===== src/rtl/mem_access_stage.sv =====
`default_nettype none
// ============================================================================
// Module   : mem_access_stage
// Purpose  : Pipeline memory stage. Passes non-memory results through with
//            one cycle of latency. Issues memory operations on a
//            variable-latency request/ready data-memory port and stalls the
//            upstream stage while an access is outstanding. Formats load
//            data for write-back and aborts an access that never completes.
// Ports    : clk, reset          - clock, synchronous active-high reset
//            ex_valid, mem_read, mem_write, funct3, alu_data, memory_data
//                                - execute-stage result and memory control
//            stall               - combinational upstream hold
//            wb_valid, wb_data   - registered write-back result
//            misaligned          - one-cycle pulse, misaligned access dropped
//            bus_error           - one-cycle pulse, access aborted by timeout
//            dmem_req, dmem_we, dmem_addr, dmem_be, dmem_wdata,
//            dmem_ready, dmem_rdata - data-memory request/ready port
// Options  : `define MISALIGN_CHECK_EN enables misalignment detection and
//            the misaligned pulse. Without it, misaligned is tied to 0 and
//            accesses use the truncated word address.
// Revision : 1.0 - initial release
// ============================================================================
module mem_access_stage #(
    parameter int TIMEOUT_CYCLES = 16
) (
    input  logic        clk,
    input  logic        reset,
    input  logic        ex_valid,
    input  logic        mem_read,
    input  logic        mem_write,
    input  logic [2:0]  funct3,
    input  logic [31:0] alu_data,
    input  logic [31:0] memory_data,
    output logic        stall,
    output logic        wb_valid,
    output logic [31:0] wb_data,
    output logic        misaligned,
    output logic        bus_error,
    output logic        dmem_req,
    output logic        dmem_we,
    output logic [31:0] dmem_addr,
    output logic [3:0]  dmem_be,
    output logic [31:0] dmem_wdata,
    input  logic        dmem_ready,
    input  logic [31:0] dmem_rdata
);

    localparam int CNT_W = (TIMEOUT_CYCLES > 1) ? $clog2(TIMEOUT_CYCLES) : 1;
    localparam logic [CNT_W-1:0] CNT_LAST = CNT_W'(TIMEOUT_CYCLES - 1);

    typedef enum logic [0:0] {
        IDLE = 1'b0,
        REQ  = 1'b1
    } state_t;

    state_t           r_state;
    state_t           w_next_state;
    logic [CNT_W-1:0] r_count;
    logic [1:0]       r_lane;
    logic [2:0]       r_funct3;
    logic             r_wb_valid;
    logic [31:0]      r_wb_data;
    logic             r_bus_error;
    logic             r_we;
    logic [31:0]      r_addr;
    logic [3:0]       r_be;
    logic [31:0]      r_wdata;

    // Control strobes produced by the FSM for the datapath registers
    logic w_pass;
    logic w_capture;
    logic w_done;
    logic w_abort;

    logic        w_is_mem;
    logic [3:0]  w_be;
    logic [31:0] w_wdata;
    logic [7:0]  w_lbyte;
    logic [15:0] w_lhalf;
    logic [31:0] w_load_data;

    assign w_is_mem = mem_read | mem_write;

    // Size code: funct3[1:0] = 00 byte, 01 half, anything else word
    // (invalid codes 011/110/111 therefore behave as word accesses).
`ifdef MISALIGN_CHECK_EN
    logic w_misaligned;
    logic w_drop;
    logic r_misaligned;

    always_comb begin
        w_misaligned = 1'b0;
        case (funct3[1:0])
            2'b00:   w_misaligned = 1'b0;
            2'b01:   w_misaligned = alu_data[0];
            default: w_misaligned = (alu_data[1:0] != 2'b00);
        endcase
    end

    assign misaligned = r_misaligned;
`else
    assign misaligned = 1'b0;
`endif

    // Store lane steering; lanes are replicated so the byte enables alone
    // select which copy the memory writes.
    always_comb begin
        w_be    = 4'hF;
        w_wdata = memory_data;
        case (funct3[1:0])
            2'b00: begin
                w_be    = 4'b0001 << alu_data[1:0];
                w_wdata = {4{memory_data[7:0]}};
            end
            2'b01: begin
                w_be    = alu_data[1] ? 4'b1100 : 4'b0011;
                w_wdata = {2{memory_data[15:0]}};
            end
            default: begin
                w_be    = 4'hF;
                w_wdata = memory_data;
            end
        endcase
    end

    // Load lane selection from the address bits latched at capture
    always_comb begin
        w_lbyte = dmem_rdata[7:0];
        case (r_lane)
            2'd0:    w_lbyte = dmem_rdata[7:0];
            2'd1:    w_lbyte = dmem_rdata[15:8];
            2'd2:    w_lbyte = dmem_rdata[23:16];
            default: w_lbyte = dmem_rdata[31:24];
        endcase
        w_lhalf = r_lane[1] ? dmem_rdata[31:16] : dmem_rdata[15:0];

        w_load_data = dmem_rdata;
        case (r_funct3[1:0])
            2'b00:   w_load_data = r_funct3[2] ? {24'd0, w_lbyte}
                                               : {{24{w_lbyte[7]}}, w_lbyte};
            2'b01:   w_load_data = r_funct3[2] ? {16'd0, w_lhalf}
                                               : {{16{w_lhalf[15]}}, w_lhalf};
            default: w_load_data = dmem_rdata;
        endcase
    end

    // State register
    always_ff @(posedge clk) begin
        if (reset) begin
            r_state <= IDLE;
        end else begin
            r_state <= w_next_state;
        end
    end

    // Next-state, stall and datapath strobes
    always_comb begin
        w_next_state = r_state;
        stall        = 1'b0;
        w_pass       = 1'b0;
        w_capture    = 1'b0;
        w_done       = 1'b0;
        w_abort      = 1'b0;
`ifdef MISALIGN_CHECK_EN
        w_drop       = 1'b0;
`endif
        case (r_state)
            IDLE: begin
                if (ex_valid) begin
                    if (!w_is_mem) begin
                        w_pass = 1'b1;
`ifdef MISALIGN_CHECK_EN
                    end else if (w_misaligned) begin
                        w_drop = 1'b1;
`endif
                    end else begin
                        w_capture    = 1'b1;
                        stall        = 1'b1;
                        w_next_state = REQ;
                    end
                end
            end
            REQ: begin
                // Ready takes priority over a timeout in the same cycle
                stall = !dmem_ready;
                if (dmem_ready) begin
                    w_done       = 1'b1;
                    w_next_state = IDLE;
                end else if (r_count == CNT_LAST) begin
                    w_abort      = 1'b1;
                    stall        = 1'b0;
                    w_next_state = IDLE;
                end
            end
            default: w_next_state = IDLE;
        endcase
    end

    // Datapath registers
    always_ff @(posedge clk) begin
        if (reset) begin
            r_count     <= '0;
            r_lane      <= 2'd0;
            r_funct3    <= 3'd0;
            r_wb_valid  <= 1'b0;
            r_wb_data   <= 32'd0;
            r_bus_error <= 1'b0;
            r_we        <= 1'b0;
            r_addr      <= 32'd0;
            r_be        <= 4'd0;
            r_wdata     <= 32'd0;
        end else begin
            r_wb_valid  <= 1'b0;
            r_bus_error <= 1'b0;
            if (w_pass) begin
                r_wb_valid <= 1'b1;
                r_wb_data  <= alu_data;
            end
            if (w_capture) begin
                r_addr   <= {alu_data[31:2], 2'b00};
                r_we     <= mem_write;
                r_be     <= w_be;
                r_wdata  <= w_wdata;
                r_lane   <= alu_data[1:0];
                r_funct3 <= funct3;
                r_count  <= '0;
            end
            if (w_done) begin
                r_wb_valid <= 1'b1;
                r_wb_data  <= r_we ? 32'd0 : w_load_data;
                r_count    <= '0;
            end else if (w_abort) begin
                r_bus_error <= 1'b1;
                r_count     <= '0;
            end else if (r_state == REQ) begin
                r_count <= r_count + 1'b1;
            end
        end
    end

`ifdef MISALIGN_CHECK_EN
    always_ff @(posedge clk) begin
        if (reset) begin
            r_misaligned <= 1'b0;
        end else begin
            r_misaligned <= w_drop;
        end
    end
`endif

    assign wb_valid   = r_wb_valid;
    assign wb_data    = r_wb_data;
    assign bus_error  = r_bus_error;
    assign dmem_req   = (r_state == REQ);
    assign dmem_we    = r_we;
    assign dmem_addr  = r_addr;
    assign dmem_be    = r_be;
    assign dmem_wdata = r_wdata;

endmodule
`default_nettype wire


===== config.mk =====
export PLATFORM = sky130hd
export DESIGN_NAME = mem_access_stage
export DESIGN_NICKNAME = d
export VERILOG_FILES = /design/src/rtl/mem_access_stage.sv
export SDC_FILE = /design/constraint.sdc
export NUM_CORES = 1
export LEC_CHECK = 0
export ABC_AREA = 1
export ABC_CLOCK_PERIOD_IN_PS = 2450
export CORE_ASPECT_RATIO = 0.8
export CORE_MARGIN = 4
export CORE_UTILIZATION = 35
export DETAILED_ROUTE_END_ITERATION = 10
export PLACE_DENSITY = 0.68
export SYNTH_ARGS = -nofsm -noshare
export SYNTH_HDL_FRONTEND = slang
export SYNTH_SLANG_ARGS = --single-unit

===== constraint.sdc =====
create_clock -name clk -period 2.45 [get_ports clk]
set_input_delay 0.735 -clock clk [delete_from_list [all_inputs] [get_ports clk]]
set_output_delay 0.735 -clock clk [all_outputs]
set_load 0.02 [all_outputs]

==> impl_metrics.yaml, run 1 <==
synth:
  postSynthAreaPerCell_um2: 7.084
  async_flop_share: 0
  yosysSeqAreaShare: 0.4406
  ys.flop_type: "dfxtp_1"
  synth.ff_latch_count: 111
  syn_inst: 712
  synthTopCellsByArea: "dfxtp_1 (44%), o21ai_0 (14%), nor2_1 (8.0%)"
  yosysMostFrequentCell: "o21ai_0"
  syn-cell-area_mm2: 0.005044
  synthDominantCellAreaShare: 0.4406
  synth-edff-count: 0
  yosys_warnings: 0
  synth.distinct_cells: 31
  synth_top_cell_by_area: "dfxtp_1"
  synth.top_cells.by_count: "o21ai_0 (145), dfxtp_1 (111), nor2_1 (107)"
final_layout:
  n_antenna_cell: 0
  nets: 1014
  multi_input_area_mm2: 0.002431
  syn2layout_area_growth_pct: 52.20
  final_core_util: 0.5548
  area.sequential_mm2: 0.002222
  layout-drive-gt1-share: 0.07667
  n_fill_cell: 1316
  final_area_mm2: 0.007676
  fin_cells: 1093
critical_path:
  worst_setup_path_end_kind: "primary output"
  crit_fanout: 2
  required_ns: 1.71
  slowest_delay_ns: 0.48
  cp_slowest_cell: "clkdlybuf4s50_1"
  cp.arrival_ns: 1.65
  critPathKind: "primary input to primary output"
  worstPathCellList: "clkdlybuf4s50_1, inv_1, nor2_2, nand2_2, nand2_1, buf_2"
  r2r_end: "wb_data[3]"
  critical_path.top_delay_family: "buffers and inverters"
  regToRegStartpoint: "r_lane[1]"
  crit_buf_inv: 3
  timing.critical_path.from: "ex_valid"
  r2r_slack_ns: 0.56
  r2r_cells: 7
  start_kind: "primary input"
grt:
  grt_max_degree: 67
  grt_pass1_wl_mm: 27.95
  grt_pass1_vias: 5167
  antenna_found_initial: 0
  grt_usage: 0.2152
  globalRoute.totalOverflow: 0
timing:
  setup_ws_ns: 0.06222
  fin_crit_sh: 0.9746
  skew_ns: 0.007316
  slew_violations: 0
  rsz0062_at_grt: "no"
  holdWs_ns: 0.4655
  timing_hold_violations_final: 0
  max_freq_mhz: 418.8
  layout_min_cycle_time_ns: 2.388
  setup_violations: 0
  slew_headroom: 0.5818
  worst_pin_slew_ns: 0.6264
route:
  drtPass1Iterations: 5
  drt-total-wl_mm: 17.99
  ant_nets: 0
  wl_per_cell_um: 16.46
  viasPerCell: 5.037
  drt_iter0_markers: 346
  drc: 0
  num_vias: 5505
floorplanning:
  core_mm2: 0.01384
  die_w_um: 142.2
  die_y_um: 115.4
  num_rows: 38
  initial_core_util: 0.3645
  die_area_mm2: 0.01641
  num_io_pins: 211
clock_tree:
  cts_root_buf: "clkbuf_16"
  cts_buffers: 9
  clock_latency_ns: 0.35
  cts_tree: "done"
  htree_levels: 3
  cts_setup_buffers: 0
  clock_path_buffers: 2
  cts.sinks: 111
  path_clk_slew_ns: 0.07
min_path:
  holdCritStartpoint: "dmem_wdata[19]"
  hold_path.class: "flop to flop"
  hold_path_end: "dmem_wdata[19]"
  holdPathStages: 2
power_and_ir_drop:
  p_comb_frac: 0.253
  intPower_mw: 3.349
  p_leak_nw: 3.023
  seqPwrFrac: 0.425
  vdd_drop_max_uv: 314.6
  p_sw_frac: 0.3016
  power.share.clock: 0.322
  p_per_area_mw_per_mm2: 624.7
  p_sw_mw: 1.446
flow_run:
  cap_violations: 0
run_status:
  status: "finished, final reports clean"
place:
  dpl_worst_slack_ns: -0.4121
  detailed_place.area_mm2: 0.007360
  dp_cells: 1077
  io_buffers: 207
  dp_hpwl_mm: 13.33
  gp_congestion: 0.9082
==> area by class of cell <==
| cell class | instances | area share |
|---|---|---|
| inverter | 45 | 0.02200 |
| tap | 180 | 0.02934 |
| sequential | 111 | 0.2895 |
| clock buffer | 11 | 0.03162 |
| clock inverter | 5 | 0.008313 |
| multi-input combinational | 508 | 0.3167 |
| timing repair buffer | 233 | 0.3025 |
==> power groups by stage <==
stage / Combinational [mW] / Clock [mW] / Sequential, mW
3_5_place_dp: 1.21 / 0 / 2.08
3_3_place_gp: 1.20 / 0 / 2.08
6_report: 1.21 / 1.54 / 2.04
2_1_floorplan: 0.440 / 0 / 2.23
5_1_grt: 1.32 / 1.66 / 2.06
4_1_cts: 1.22 / 1.57 / 2.04
==> cell families after synthesis <==
kind of cell,count (synthesis),synth area share
buffers and inverters,95,0.08038
other,1,0.0007435
AOI/OAI and AO/OA,263,0.2806
adders and majority gates,1,0.002480
and+or+nand+nor,241,0.1952
DFF,111,0.4406
==> cell usage in the layout (no fill, tap or decap), types with 4 or more instances in the layout <==
master           count
a21oi_2              9
buf_12               4
o211ai_1             6
o22ai_1              4
a31oi_1              9
nand3_1             18
a21oi_1             77
o21ai_0            145
dfxtp_1            111
a211oi_1             9
or2_2                9
buf_4               20
clkdlybuf4s50_1    206
nor2_1             105
clkbuf_16            9
nand2_1             94
inv_1               42
==> worst min-delay path, stage by stage (launching register included) <==
cell and delay [ns]:
dfxtp_1 0.31, nand2_1 0.06, a21oi_1 0.05
==> what timing repair did <==
item,CTS,global route
hold buffers,0,0
resized for setup,6,3
pin swaps,0,1
endpoints found under the setup margin,1,44
==> metal layers <==
layer  share of wire  global-route usage
met1            0.47              0.3118
met2            0.43              0.3141
met5               0                   0
met4           0.012             0.05051
met3           0.094             0.06486
==> flip-flops by register name, summed over array words and instances, names as in the netlist, 2 cells and up <==
name	count
wb_data	32
r_lane	2
r_count	4
dmem_wdata	32
dmem_addr	30
r_funct3	3
dmem_be	4
==> per-stage QoR <==
stage	power [mW]	TNS (ns)
6_report	4.795	0
3_5_place_dp	3.287	-16.19
3_3_place_gp	3.277	-13.22
4_1_cts	4.821	0
2_1_floorplan	2.667	0
5_1_grt	5.032	0
==> how the worst max path moves through the flow <==
stage                     endpoint  cells after the start
floorplan                    stall                      6
global placement             stall                      6
detailed placement           stall                      6
CTS                 dmem_wdata[29]                      9
global route                 stall                      6
finish                       stall                      6
Note: power is estimated with default switching activity, not from simulation.
==> inputs of run 2 (changes only) <==
--- a/config.mk
+++ b/config.mk
@@ -6,9 +6,9 @@
 export NUM_CORES = 1
 export LEC_CHECK = 0
 export ABC_AREA = 1
-export ABC_CLOCK_PERIOD_IN_PS = 2450
+export ABC_CLOCK_PERIOD_IN_PS = 2700
 export CORE_ASPECT_RATIO = 0.8
-export CORE_MARGIN = 4
+export CORE_MARGIN = 3
 export CORE_UTILIZATION = 35
 export DETAILED_ROUTE_END_ITERATION = 10
 export PLACE_DENSITY = 0.68
==> constraint.sdc (replaced) <==
create_clock -name clk -period 2.7 [get_ports clk]
set_input_delay 0.81 -clock clk [delete_from_list [all_inputs] [get_ports clk]]
set_output_delay 0.81 -clock clk [all_outputs]
set_load 0.02 [all_outputs]
==> run 2 against run 1 <==
Critical path depth stayed put; utilization decreased by 0.14 points; clock skew shrank 0.0020 ns; register-to-register slack better by 0.15 ns; critical path type unchanged; largest cell class unchanged; clock power shrank 6%; wire length decreased by 2.3%; power is 8.3% lower; via count decreased by 0.69%.
==> impl_metrics.yaml, run 2 (synthesis gave the netlist of run 1 again) <==
run_status:
  status: "finished, final reports clean"
clock_tree:
  cts_tree: "done"
  cts.sinks: 111
  cts_buffers: 9
  cts_root_buf: "clkbuf_16"
  cts_setup_buffers: 0
  path_clk_slew_ns: 0.07
  htree_levels: 3
  clock_latency_ns: 0.34
  clock_path_buffers: 2
final_layout:
  layout_common_cells: "clkdlybuf4s50_1 (206), o21ai_0 (145), dfxtp_1 (111), nor2_1 (106), nand2_1 (94)"
  fin_cells: 1090
  layout-drive-gt1-share: 0.07143
  final_core_util: 0.5534
  syn2layout_area_growth_pct: 51.82
  nets: 1011
  final_common_cell: "clkdlybuf4s50_1"
  final_area_mm2: 0.007657
  n_antenna_cell: 0
place:
  dp_cells: 1074
  detailed_place.area_mm2: 0.007325
  io_buffers: 207
  dp_hpwl_mm: 13.08
  gp_congestion: 0.8718
critical_path:
  crit_fanout: 2
  r2r_cells: 8
  start_kind: "primary input"
  worst_setup_path_end_kind: "primary output"
  regToRegStartpoint: "r_lane[1]"
  required_ns: 1.89
  cp.arrival_ns: 1.76
  r2r_slack_ns: 0.71
  r2r_end: "wb_data[3]"
  critPathKind: "primary input to primary output"
timing:
  layout_min_cycle_time_ns: 2.575
  setup_violations: 0
  rsz0062_at_grt: "no"
  timing_hold_violations_final: 0
  holdWs_ns: 0.4692
  worst_pin_slew_ns: 0.6493
  slew_headroom: 0.5666
  skew_ns: 0.005335
  max_freq_mhz: 388.4
  final.setup.tns_ns: 0
  fin_crit_sh: 0.9536
  slew_violations: 0
min_path:
  holdPathStages: 2
  holdCritStartpoint: "dmem_wdata[21]"
  hold_path_end: "dmem_wdata[21]"
  hold_path.class: "flop to flop"
route:
  wl_per_cell_um: 16.13
  ant_nets: 0
  drc: 0
  drt_iter0_markers: 428
  viasPerCell: 5.016
  num_vias: 5467
  drt-total-wl_mm: 17.58
  drtPass1Iterations: 5
floorplanning:
  core_mm2: 0.01384
  num_rows: 38
  die_area_mm2: 0.01590
  die_y_um: 113.4
  num_io_pins: 211
  die_w_um: 140.2
  initial_core_util: 0.3645
flow_run:
  cap_violations: 0
power_and_ir_drop:
  p_per_area_mw_per_mm2: 574.3
  p_leak_nw: 3.009
  vdd_drop_max_uv: 317.9
grt:
  globalRoute.totalOverflow: 0
  antenna_found_initial: 0
  grt_pass1_wl_mm: 27.92
  grt_usage: 0.2160
  grt_max_degree: 67
  grt_pass1_vias: 5143
-- run 2: worst max-delay path by stage --
| stage | slack (ns) | depth (start not counted) | end | from |
|---|---|---|---|---|
| 6_report | 0.13 | 6 | stall | ex_valid |
| 4_1_cts | 0.006 | 6 | stall | ex_valid |
| 2_1_floorplan | 0.29 | 6 | stall | mem_write |
| 3_3_place_gp | -0.30 | 6 | stall | ex_valid |
| 5_1_grt | 0.005 | 6 | stall | ex_valid |
| 3_5_place_dp | -0.34 | 9 | dmem_wdata[10] | mem_write |
-- run 2: layout make-up --
class | instances | area (um2)
Tap cell | 180 | 225.2
Multi-Input combinational cell | 508 | 2429
Timing Repair Buffer | 230 | 2290
Inverter | 45 | 168.9
Clock buffer | 12 | 246.5
Clock inverter | 4 | 76.32
Sequential cell | 111 | 2222
Fill cell | 1348 | 6178
-- run 2: layer usage --
| metal | wire length, um | track usage | vias to the layer above |
|---|---|---|---|
| li1 | - | - | 2770 |
| met1 | 8387 | 0.3188 | 2470 |
| met2 | 7546 | 0.3182 | 218 |
| met3 | 1542 | 0.06329 | 9 |
| met4 | 100 | 0.03486 | 0 |
| met5 | 0 | 0 | - |
-- run 2: timing repair --
item	CTS	global route
hold endpoints to repair	0	0
resized for setup	3	6
pin swaps	0	0
endpoints found under the setup margin	1	21
hold buffers	0	0
-- run 2: report_power, final --
part	internal, mW	total [mW]	switching, mW
combinational	0.510	1.10	0.587
sequential	1.77	1.85	0.0770
clock	0.844	1.45	0.610
total	3.12	4.40	1.27
-- run 2: worst max-delay path, stage by stage --
cell and delay [ns]:
clkdlybuf4s50_1 0.47, inv_1 0.05, nor2_2 0.11, nand2_2 0.09
nand2_1 0.07, buf_2 0.16
-- run 2: metrics by stage --
| step | total power, mW | setup slack, ns |
|---|---|---|
| 2_1_floorplan | 2.420 | 0.2862 |
| 3_3_place_gp | 2.966 | -0.2994 |
| 3_5_place_dp | 2.974 | -0.3438 |
| 4_1_cts | 4.430 | 0.005679 |
| 5_1_grt | 4.611 | 0.005282 |
| 6_report | 4.398 | 0.1253 |
